==> config.mk <==
export PLATFORM = sky130hd
export DESIGN_NAME = pipe_hazard_ctrl_flat
export DESIGN_NICKNAME = d
export VERILOG_FILES = /design/src/rtl/pipe_hazard_ctrl_pkg.sv /design/src/rtl/pipe_hazard_ctrl_if.sv /design/src/rtl/pipe_hazard_ctrl_sat_counter.sv /design/src/rtl/pipe_hazard_ctrl.sv /design/src/flat_wrapper.sv
export SDC_FILE = /design/constraint.sdc
export NUM_CORES = 1
export LEC_CHECK = 0
export ABC_CLOCK_PERIOD_IN_PS = 2600
export CAP_MARGIN = 20
export CELL_PAD_IN_SITES_DETAIL_PLACEMENT = 1
export CELL_PAD_IN_SITES_GLOBAL_PLACEMENT = 1
export CORE_MARGIN = 2
export CORE_UTILIZATION = 31
export DETAILED_ROUTE_END_ITERATION = 8
export PLACE_DENSITY_LB_ADDON = 0.1
export SYNTH_ARGS = -nofsm -noshare
export SYNTH_HDL_FRONTEND = slang
export SYNTH_HIERARCHICAL = 1
export SYNTH_SLANG_ARGS = --single-unit
==> constraint.sdc <==
create_clock -name clk -period 2.6 [get_ports clk]
set_input_delay 0.39 -clock clk [delete_from_list [all_inputs] [get_ports clk]]
set_output_delay 0.39 -clock clk [all_outputs]
set_load 0.02 [all_outputs]
==> src/rtl/pipe_hazard_ctrl_pkg.sv <==
// Shared types and constants for the pipeline stall/flush sequencer.
package pipe_ctrl_pkg;

    typedef enum logic [1:0] {
        RUN      = 2'd0,
        MEM_WAIT = 2'd1,
        HALT     = 2'd2
    } hz_state_t;

    localparam logic [4:0]  REG_ZERO = 5'd0;
    localparam logic [31:0] PC_STEP  = 32'd4;

    // True when a D-stage source operand is really read and names register rd.
    function automatic logic src_hit(input logic used, input logic [4:0] src, input logic [4:0] rd);
        return used && (src == rd);
    endfunction

endpackage

==> src/rtl/pipe_hazard_ctrl_if.sv <==
// Bundle between the pipeline datapath (master) and the hazard sequencer (slave).
interface pipe_hazard_ctrl_if #(
    parameter int CNT_W = 32
);
    logic [4:0]       d_rs1_index;
    logic [4:0]       d_rs2_index;
    logic             d_rs1_used;
    logic             d_rs2_used;
    logic [4:0]       e_rd_index;
    logic             e_is_load;
    logic             m_is_branch;
    logic             m_is_jalr;
    logic             m_branch_taken;
    logic             m_guess;
    logic [31:0]      m_jb_addr;
    logic [31:0]      m_pc;
    logic             m_ecall;
    logic             m_dm_access;
    logic             dm_ready;

    logic             stall_f;
    logic             stall_d;
    logic             stall_e;
    logic             stall_m;
    logic             flush_d;
    logic             flush_e;
    logic             flush_m;
    logic             redirect_en;
    logic [31:0]      redirect_pc;
    logic             bp_upd_en;
    logic             bp_upd_taken;
    logic [31:0]      bp_upd_pc;
    logic             halt;
    logic             mem_err;
    logic [CNT_W-1:0] mispredict_cnt;
    logic [CNT_W-1:0] stall_cnt;

    modport master (
        output d_rs1_index, d_rs2_index, d_rs1_used, d_rs2_used,
               e_rd_index, e_is_load,
               m_is_branch, m_is_jalr, m_branch_taken, m_guess,
               m_jb_addr, m_pc, m_ecall, m_dm_access, dm_ready,
        input  stall_f, stall_d, stall_e, stall_m,
               flush_d, flush_e, flush_m,
               redirect_en, redirect_pc,
               bp_upd_en, bp_upd_taken, bp_upd_pc,
               halt, mem_err, mispredict_cnt, stall_cnt
    );

    modport slave (
        input  d_rs1_index, d_rs2_index, d_rs1_used, d_rs2_used,
               e_rd_index, e_is_load,
               m_is_branch, m_is_jalr, m_branch_taken, m_guess,
               m_jb_addr, m_pc, m_ecall, m_dm_access, dm_ready,
        output stall_f, stall_d, stall_e, stall_m,
               flush_d, flush_e, flush_m,
               redirect_en, redirect_pc,
               bp_upd_en, bp_upd_taken, bp_upd_pc,
               halt, mem_err, mispredict_cnt, stall_cnt
    );

endinterface

==> src/rtl/pipe_hazard_ctrl_sat_counter.sv <==
// Saturating event counter; sticks at all-ones instead of wrapping.
module sat_counter #(
    parameter int WIDTH = 32
) (
    input  logic             clk,
    input  logic             rst,
    input  logic             inc,
    output logic [WIDTH-1:0] count
);

    // Count on the pipeline edge; hold once every bit is set.
    always_ff @(negedge clk or negedge rst) begin
        if (!rst) begin
            count <= '0;
        end else if (inc && (count != {WIDTH{1'b1}})) begin
            count <= count + WIDTH'(1);
        end
    end

endmodule

==> src/rtl/pipe_hazard_ctrl.sv <==
// Central stall/flush sequencer for the 5-stage pipeline.
//
//   state    | meaning
//   ---------+-----------------------------------------------------------
//   RUN      | normal flow: resolve mispredicts, load-use bubbles, ecall
//   MEM_WAIT | data memory busy: whole pipe frozen until dm_ready
//   HALT     | core stopped (ecall or memory timeout); only rst leaves
//
// Outputs are combinational from state and stage inputs so that redirects
// and bubbles take effect in the same cycle they are detected.
module pipe_hazard_ctrl
    import pipe_ctrl_pkg::*;
#(
    parameter int MEM_TIMEOUT = 64,
    parameter int CNT_W       = 32
) (
    input  logic              clk,
    input  logic              rst,
    pipe_hazard_ctrl_if.slave hz
);

    localparam bit          TIMEOUT_ON   = (MEM_TIMEOUT != 0);
    localparam logic [31:0] TIMEOUT_LAST = 32'(MEM_TIMEOUT - 1);

    hz_state_t   state;
    hz_state_t   state_nxt;
    logic [31:0] wait_cnt;
    logic [31:0] wait_cnt_nxt;
    logic        mem_err_q;
    logic        mem_err_nxt;

    logic        mispredict;
    logic        load_use;
    logic        mem_busy;

    logic        stall_f_c;
    logic        stall_d_c;
    logic        stall_e_c;
    logic        stall_m_c;
    logic        flush_d_c;
    logic        flush_e_c;
    logic        flush_m_c;
    logic        redirect_en_c;
    logic [31:0] redirect_pc_c;
    logic        bp_upd_en_c;
    logic        mispredict_evt;
    logic        stall_evt;

    logic [CNT_W-1:0] mispredict_cnt_q;
    logic [CNT_W-1:0] stall_cnt_q;

    // Raw hazard conditions from the D, E and M stage fields.
    always_comb begin
        mispredict = hz.m_is_jalr | (hz.m_is_branch & (hz.m_branch_taken != hz.m_guess));
        load_use   = hz.e_is_load && (hz.e_rd_index != REG_ZERO) &&
                     (src_hit(hz.d_rs1_used, hz.d_rs1_index, hz.e_rd_index) ||
                      src_hit(hz.d_rs2_used, hz.d_rs2_index, hz.e_rd_index));
        mem_busy   = hz.m_dm_access && !hz.dm_ready;
    end

    // State, wait counter and sticky error flag advance with the pipeline registers.
    always_ff @(negedge clk or negedge rst) begin
        if (!rst) begin
            state     <= RUN;
            wait_cnt  <= '0;
            mem_err_q <= 1'b0;
        end else begin
            state     <= state_nxt;
            wait_cnt  <= wait_cnt_nxt;
            mem_err_q <= mem_err_nxt;
        end
    end

    // Next state and stall/flush/redirect decisions, RUN priority ecall > mispredict > memory > load-use.
    always_comb begin
        state_nxt      = state;
        wait_cnt_nxt   = wait_cnt;
        mem_err_nxt    = mem_err_q;
        stall_f_c      = 1'b0;
        stall_d_c      = 1'b0;
        stall_e_c      = 1'b0;
        stall_m_c      = 1'b0;
        flush_d_c      = 1'b0;
        flush_e_c      = 1'b0;
        flush_m_c      = 1'b0;
        redirect_en_c  = 1'b0;
        redirect_pc_c  = '0;
        bp_upd_en_c    = 1'b0;
        mispredict_evt = 1'b0;

        unique case (state)
            RUN: begin
                wait_cnt_nxt = '0;
                bp_upd_en_c  = hz.m_is_branch;
                if (hz.m_ecall) begin
                    // The ecall itself retires; younger instructions are squashed.
                    flush_d_c = 1'b1;
                    flush_e_c = 1'b1;
                    state_nxt = HALT;
                end else if (mispredict) begin
                    redirect_en_c  = 1'b1;
                    redirect_pc_c  = (hz.m_is_jalr || hz.m_branch_taken) ? hz.m_jb_addr
                                                                         : hz.m_pc + PC_STEP;
                    flush_d_c      = 1'b1;
                    flush_e_c      = 1'b1;
                    flush_m_c      = 1'b1;
                    mispredict_evt = 1'b1;
                end else if (mem_busy) begin
                    // First busy cycle already freezes the pipe.
                    stall_f_c = 1'b1;
                    stall_d_c = 1'b1;
                    stall_e_c = 1'b1;
                    stall_m_c = 1'b1;
                    state_nxt = MEM_WAIT;
                end else if (load_use) begin
                    stall_f_c = 1'b1;
                    stall_d_c = 1'b1;
                    flush_e_c = 1'b1;
                end
            end

            MEM_WAIT: begin
                if (hz.dm_ready) begin
                    // Access completes now; the pipe advances this same cycle.
                    state_nxt    = RUN;
                    wait_cnt_nxt = '0;
                end else begin
                    stall_f_c    = 1'b1;
                    stall_d_c    = 1'b1;
                    stall_e_c    = 1'b1;
                    stall_m_c    = 1'b1;
                    wait_cnt_nxt = wait_cnt + 32'd1;
                    if (TIMEOUT_ON && (wait_cnt_nxt >= TIMEOUT_LAST)) begin
                        state_nxt   = HALT;
                        mem_err_nxt = 1'b1;
                    end
                end
            end

            HALT: begin
                // Freeze everything and keep killing the E/M input so nothing writes back.
                stall_f_c = 1'b1;
                stall_d_c = 1'b1;
                stall_e_c = 1'b1;
                stall_m_c = 1'b1;
                flush_m_c = 1'b1;
            end

            default: begin
                state_nxt = RUN;
            end
        endcase

        stall_evt = stall_f_c && (state != HALT);
    end

    sat_counter #(.WIDTH(CNT_W)) u_mispredict_cnt (
        .clk   (clk),
        .rst   (rst),
        .inc   (mispredict_evt),
        .count (mispredict_cnt_q)
    );

    sat_counter #(.WIDTH(CNT_W)) u_stall_cnt (
        .clk   (clk),
        .rst   (rst),
        .inc   (stall_evt),
        .count (stall_cnt_q)
    );

    // Reset forces every output low at once, even while stage inputs are active.
    assign hz.stall_f        = rst & stall_f_c;
    assign hz.stall_d        = rst & stall_d_c;
    assign hz.stall_e        = rst & stall_e_c;
    assign hz.stall_m        = rst & stall_m_c;
    assign hz.flush_d        = rst & flush_d_c;
    assign hz.flush_e        = rst & flush_e_c;
    assign hz.flush_m        = rst & flush_m_c;
    assign hz.redirect_en    = rst & redirect_en_c;
    assign hz.redirect_pc    = rst ? redirect_pc_c : '0;
    assign hz.bp_upd_en      = rst & bp_upd_en_c;
    assign hz.bp_upd_taken   = rst & hz.m_branch_taken;
    assign hz.bp_upd_pc      = rst ? hz.m_pc : '0;
    assign hz.halt           = rst & (state == HALT);
    assign hz.mem_err        = mem_err_q;
    assign hz.mispredict_cnt = mispredict_cnt_q;
    assign hz.stall_cnt      = stall_cnt_q;

endmodule

==> src/flat_wrapper.sv <==
// flat-port wrapper written by rule: the top's interface ports become plain ports
module pipe_hazard_ctrl_flat import pipe_ctrl_pkg::*;
#(
    parameter int MEM_TIMEOUT = 64,
    parameter int CNT_W       = 32
)
  (clk, rst, hz_d_rs1_index, hz_d_rs2_index, hz_d_rs1_used, hz_d_rs2_used, hz_e_rd_index, hz_e_is_load, hz_m_is_branch, hz_m_is_jalr, hz_m_branch_taken, hz_m_guess, hz_m_jb_addr, hz_m_pc, hz_m_ecall, hz_m_dm_access, hz_dm_ready, hz_stall_f, hz_stall_d, hz_stall_e, hz_stall_m, hz_flush_d, hz_flush_e, hz_flush_m, hz_redirect_en, hz_redirect_pc, hz_bp_upd_en, hz_bp_upd_taken, hz_bp_upd_pc, hz_halt, hz_mem_err, hz_mispredict_cnt, hz_stall_cnt);
  pipe_hazard_ctrl_if #(.CNT_W(CNT_W)) hz_i ();
  input  logic clk;
  input  logic rst;
  input wire logic [$bits(hz_i.d_rs1_index)-1:0] hz_d_rs1_index;
  input wire logic [$bits(hz_i.d_rs2_index)-1:0] hz_d_rs2_index;
  input wire logic [$bits(hz_i.d_rs1_used)-1:0] hz_d_rs1_used;
  input wire logic [$bits(hz_i.d_rs2_used)-1:0] hz_d_rs2_used;
  input wire logic [$bits(hz_i.e_rd_index)-1:0] hz_e_rd_index;
  input wire logic [$bits(hz_i.e_is_load)-1:0] hz_e_is_load;
  input wire logic [$bits(hz_i.m_is_branch)-1:0] hz_m_is_branch;
  input wire logic [$bits(hz_i.m_is_jalr)-1:0] hz_m_is_jalr;
  input wire logic [$bits(hz_i.m_branch_taken)-1:0] hz_m_branch_taken;
  input wire logic [$bits(hz_i.m_guess)-1:0] hz_m_guess;
  input wire logic [$bits(hz_i.m_jb_addr)-1:0] hz_m_jb_addr;
  input wire logic [$bits(hz_i.m_pc)-1:0] hz_m_pc;
  input wire logic [$bits(hz_i.m_ecall)-1:0] hz_m_ecall;
  input wire logic [$bits(hz_i.m_dm_access)-1:0] hz_m_dm_access;
  input wire logic [$bits(hz_i.dm_ready)-1:0] hz_dm_ready;
  output wire logic [$bits(hz_i.stall_f)-1:0] hz_stall_f;
  output wire logic [$bits(hz_i.stall_d)-1:0] hz_stall_d;
  output wire logic [$bits(hz_i.stall_e)-1:0] hz_stall_e;
  output wire logic [$bits(hz_i.stall_m)-1:0] hz_stall_m;
  output wire logic [$bits(hz_i.flush_d)-1:0] hz_flush_d;
  output wire logic [$bits(hz_i.flush_e)-1:0] hz_flush_e;
  output wire logic [$bits(hz_i.flush_m)-1:0] hz_flush_m;
  output wire logic [$bits(hz_i.redirect_en)-1:0] hz_redirect_en;
  output wire logic [$bits(hz_i.redirect_pc)-1:0] hz_redirect_pc;
  output wire logic [$bits(hz_i.bp_upd_en)-1:0] hz_bp_upd_en;
  output wire logic [$bits(hz_i.bp_upd_taken)-1:0] hz_bp_upd_taken;
  output wire logic [$bits(hz_i.bp_upd_pc)-1:0] hz_bp_upd_pc;
  output wire logic [$bits(hz_i.halt)-1:0] hz_halt;
  output wire logic [$bits(hz_i.mem_err)-1:0] hz_mem_err;
  output wire logic [$bits(hz_i.mispredict_cnt)-1:0] hz_mispredict_cnt;
  output wire logic [$bits(hz_i.stall_cnt)-1:0] hz_stall_cnt;
  assign hz_i.d_rs1_index = hz_d_rs1_index;
  assign hz_i.d_rs2_index = hz_d_rs2_index;
  assign hz_i.d_rs1_used = hz_d_rs1_used;
  assign hz_i.d_rs2_used = hz_d_rs2_used;
  assign hz_i.e_rd_index = hz_e_rd_index;
  assign hz_i.e_is_load = hz_e_is_load;
  assign hz_i.m_is_branch = hz_m_is_branch;
  assign hz_i.m_is_jalr = hz_m_is_jalr;
  assign hz_i.m_branch_taken = hz_m_branch_taken;
  assign hz_i.m_guess = hz_m_guess;
  assign hz_i.m_jb_addr = hz_m_jb_addr;
  assign hz_i.m_pc = hz_m_pc;
  assign hz_i.m_ecall = hz_m_ecall;
  assign hz_i.m_dm_access = hz_m_dm_access;
  assign hz_i.dm_ready = hz_dm_ready;
  assign hz_stall_f = hz_i.stall_f;
  assign hz_stall_d = hz_i.stall_d;
  assign hz_stall_e = hz_i.stall_e;
  assign hz_stall_m = hz_i.stall_m;
  assign hz_flush_d = hz_i.flush_d;
  assign hz_flush_e = hz_i.flush_e;
  assign hz_flush_m = hz_i.flush_m;
  assign hz_redirect_en = hz_i.redirect_en;
  assign hz_redirect_pc = hz_i.redirect_pc;
  assign hz_bp_upd_en = hz_i.bp_upd_en;
  assign hz_bp_upd_taken = hz_i.bp_upd_taken;
  assign hz_bp_upd_pc = hz_i.bp_upd_pc;
  assign hz_halt = hz_i.halt;
  assign hz_mem_err = hz_i.mem_err;
  assign hz_mispredict_cnt = hz_i.mispredict_cnt;
  assign hz_stall_cnt = hz_i.stall_cnt;
  pipe_hazard_ctrl #(.MEM_TIMEOUT(MEM_TIMEOUT), .CNT_W(CNT_W)) u_core (.clk(clk), .rst(rst), .hz(hz_i));
endmodule
# Yosys cells after proc, flatten, opt, wreduce, memory -nomap -nowiden
# Index checks and enable logic that the tools add are counted.
[word_totals] ff_bits=99 inputBits=91 output_inout_bits=140 word_cells=85
[classes] addsub=4 magnitude_cmp=1 n_eq_ne=11 muxes=35 bitwise=13 reduce_logical=16
[ops] cell="$mux W32" count=7
[ops] cell="$add A32 B1 Y32 const B" count=3
[ops] cell="$ne A32 B32 Y1 const B" count=2
[ops] cell="$pmux W32 S2" count=1
[ops] cell="$add A32 B3 Y32 const B" count=1
[ops] cell="$ge A32 B6 Y1 const B" count=1
[ops] cell="$mux W1" count=18
[ops] cell="$and A1 B1 Y1" count=10
[ops] cell="$eq A5 B5 Y1" count=2
[ops] cell="$mux W2" count=5
[ops] cell="$logic_and A1 B1 Y1" count=8
[ops] cell="$ne A3 B2 Y1 const B" count=2
[ops] cell="$pmux W1 S3" count=2
[ops] cell="$pmux W2 S3" count=1
[ops] cell="$reduce_bool A5 Y1" count=1
[ops] cell="$reduce_and A4 Y1" count=1
[ops] cell="$ne A3 B3 Y1 const B" count=1
[ops] cell="$reduce_and A3 Y1" count=1
[ops] cell="$eq A2 B1 Y1 const B" count=1
[ops] cell="$eq A2 B2 Y1 const B" count=1
[ops] cell="$logic_not A2 Y1" count=1
[ops] cell="$logic_or A1 B1 Y1" count=2
[ops] cell="$ne A2 B2 Y1 const B" count=1
[ops] cell="$not A1 Y1" count=2
[ops] cell="other kinds (5)" count=5

# Depth between registers and ports, before layout
[logic_depth] depth_word=11 depth_mapped=13 ltp_nobuf=12

# By module
# Netlist, hierarchy kept.
[by_module_without_submodules] mod="pipe_hazard_ctrl" n_inst=1 cells_per_inst=548 area_each_um2=3916.3 seq_area_each_um2=875.8
[by_module_without_submodules] mod="sat_counter at u_core.u_mispredict_cnt" n_inst=1 cells_per_inst=151 area_each_um2=1624.1 seq_area_each_um2=800.8
[by_module_without_submodules] mod="sat_counter at u_core.u_stall_cnt" n_inst=1 cells_per_inst=153 area_each_um2=1617.8 seq_area_each_um2=800.8

==> impl_metrics.json <==
{
  "status": "complete, but fails checks",
  "violations": "negative setup slack",
  "cts_tree": "built",
  "cts.sinks": 99,
  "wl_per_cell_um": 23.93,
  "synth_largest_area_cell": "dfrtn_1",
  "vdd_drop_max_v": 0.0002251,
  "synth_top_area_share_pct": 34.61,
  "diodes": 0,
  "pin_count": 231,
  "crit_arrival_ns": 2.97,
  "max_cap_violations": 0,
  "setup_ws_ns": -1.465,
  "ys_warn_count": 6,
  "dr.pass1.iters": 5,
  "holdWs_ns": 0.4903,
  "drv_slew": 0,
  "synth_top_flop_cell": "dfrtn_1",
  "fin_skew_ns": 0.01011,
  "start_kind": "input port",
  "final_nets": 1462,
  "numCtsBuffers": 9,
  "grt_antenna_before_repair": 0,
  "worst_slew_pin_slew_ns": 0.6875,
  "routed-via-count": 9303,
  "cellLeakagePower_uw": 0.006350,
  "initial_core_util_pct": 31.62,
  "htree_levels": 3,
  "synth_seq_cells": 99,
  "stdcell_area_um2": 14120,
  "critPathMaxFanout": 4,
  "rows": 55,
  "ys_types": 64,
  "hpwl_um": 22640,
  "track_usage_pct": 27.72,
  "grt_pass1_vias": 9641,
  "syn_nets": 948,
  "cp.required_ns": 1.51,
  "core_um2": 22640,
  "gp_congestion": 0.8613,
  "utilization_pct": 62.35,
  "die_area_um2": 24320,
  "clock_latency_ns": 0.37,
  "fillers": 2468,
  "io_buffers": 230,
  "synth_most_common_cell": "dfrtn_1",
  "netlist_instances": 852,
  "placed_cell_area_um2": 12000,
  "drive_above_1_share_pct": 45.81,
  "slew_headroom_pct": 53.82,
  "die_w_um": 156.0,
  "synth-async-reset-ratio_pct": 100.0,
  "netlist_top_cells_area": "dfrtn_1 35%, xnor2_1 7.1%, xor2_1 6.1%, nor2_1 4.7%, nand2_1 4.6%",
  "drt_iter0_drc": 558,
  "min_path_cells": 1,
  "yosysSeqAreaShare_pct": 34.61,
  "rsz0062_at_grt": "yes",
  "cts-root-buf": "clkbuf_16",
  "synth_area_um2": 7158,
  "crit_path_end_kind": "register",
  "p_per_area_nw_per_um2": 270.8,
  "syn_to_final_growth_pct": 97.22,
  "setup_violations": 175,
  "hold_viol": 0,
  "synth_area_per_cell_um2": 8.402,
  "vias_per_cell": 5.618,
  "hold_class": "register to register",
  "grt_overflow_total": 0,
  "synth_edf_count": 0,
  "wl_um": 39620,
  "grt_max_degree": 97,
  "dieHeight_um": 156.0,
  "critical_path_class": "input port to register",
  "clkTransAtPathRegs_ns": 0.06,
  "grt_first_pass_wirelength_um": 52600,
  "worst_r2r_path_depth": 9,
  "post-place-ws_ns": -2.152,
  "drcViolationCount": 0,
  "postCtsHoldBufs": 0,
  "cts_buffer_depth": 2,
  "ant_nets": 0,
  "ys_top_cells_by_count": "99 x dfrtn_1, 90 x nor2_1, 87 x nand2_1, 58 x xnor2_1, 51 x o21ai_0"
}
-- power by group --
group,switching [uW],total (uW),internal [uW]
Combinational,409,805,396
Sequential,25.8,1600,1570
Clock,723,1420,699
-- state kept, by name, indices dropped and copies added, names as in the netlist --
register,count
u_core/u_mispredict_cnt/count,32
u_core/hz.mem_err,1
u_core/state,2
u_core/wait_cnt,32
u_core/u_stall_cnt/count,32
-- area by class of cell --
cell class	count	area, um^2	share of cell area [%]
inverters	13	53.80	0.3811
clock inverters	6	56.30	0.3988
multi-input cells	694	5592	39.61
repair buffers	549	5343	37.84
clock buffers	10	239.0	1.693
well taps	285	356.6	2.526
flip-flops and latches	99	2477	17.55
-- worst max-delay path: stages --
cell	delay [ns]
buf_6	0.10
xor2_1	0.18
nor4_1	0.36
nand3_1	0.19
a21oi_4	0.25
a21oi_2	0.09
o21a_4	0.22
nor2_4	0.13
inv_2	0.04
or3_4	0.38
nor3_4	0.24
nand2_1	0.10
mux2_4	0.30
-- timing repair --
action | in CTS | in global routing
cloned | 5 | 2
pin swaps | 70 | 59
endpoints found under the setup margin | 206 | 186
setup buffers | 60 | 46
gates resized for setup | 782 | 96
-- layout by cell type, fill, tap and decap left out, drive strengths merged, types with 29 or more instances in the layout --
cell type / n
a211oi: 29
and2: 44
buf: 436
clkdlybuf4s50: 101
dfrtn: 99
nand2: 88
nand3: 50
nand4: 45
nor2: 90
nor3: 29
o21ai: 51
xnor2: 58
xor2: 50
-- worst paths after layout --
kind,startpoint,to,slack [ns]
max in group asynchronous,rst,u_core/u_stall_cnt/count[19],0.59
worst min-delay path,u_core/wait_cnt[19],u_core/wait_cnt[19],0.49
min in group asynchronous,rst,u_core/u_mispredict_cnt/count[0],1.25
worst min register to register,u_core/wait_cnt[19],u_core/wait_cnt[19],0.49
worst max-delay path,hz_e_rd_index[1],u_core/u_stall_cnt/count[28],-1.47
worst max register to register,u_core/u_mispredict_cnt/count[4],u_core/u_mispredict_cnt/count[12],-0.19
-- layer usage --
layer,GRT usage [%],vias up,routed length (um)
met2,50.36,424,20670
met5,0,-,0
li1,-,4066,-
met3,7.889,133,2727
met4,9.873,0,1801
met1,30.89,4680,14430
-- cell families after synthesis --
family / synth area share, %
and+or+nand+nor: 32.65
buffers and inverters: 3.741
AOI/OAI and AO/OA: 13.72
muxes: 1.189
DFF: 34.61
adders and majority gates: 0.8740
xor gates and xnor gates: 13.21
-- metrics by stage --
step                      total power (uW)  std cells  TNS, ns
after floorplan                       1895        852   -80.31
after global placement                2336       1545  -168.20
after detailed placement              2350       1545  -174.47
after CTS                             3758       1623   -95.01
after global routing                  3951       1656  -111.96
final                                 3823       1656  -103.29
(Power assumes the default switching activity.)
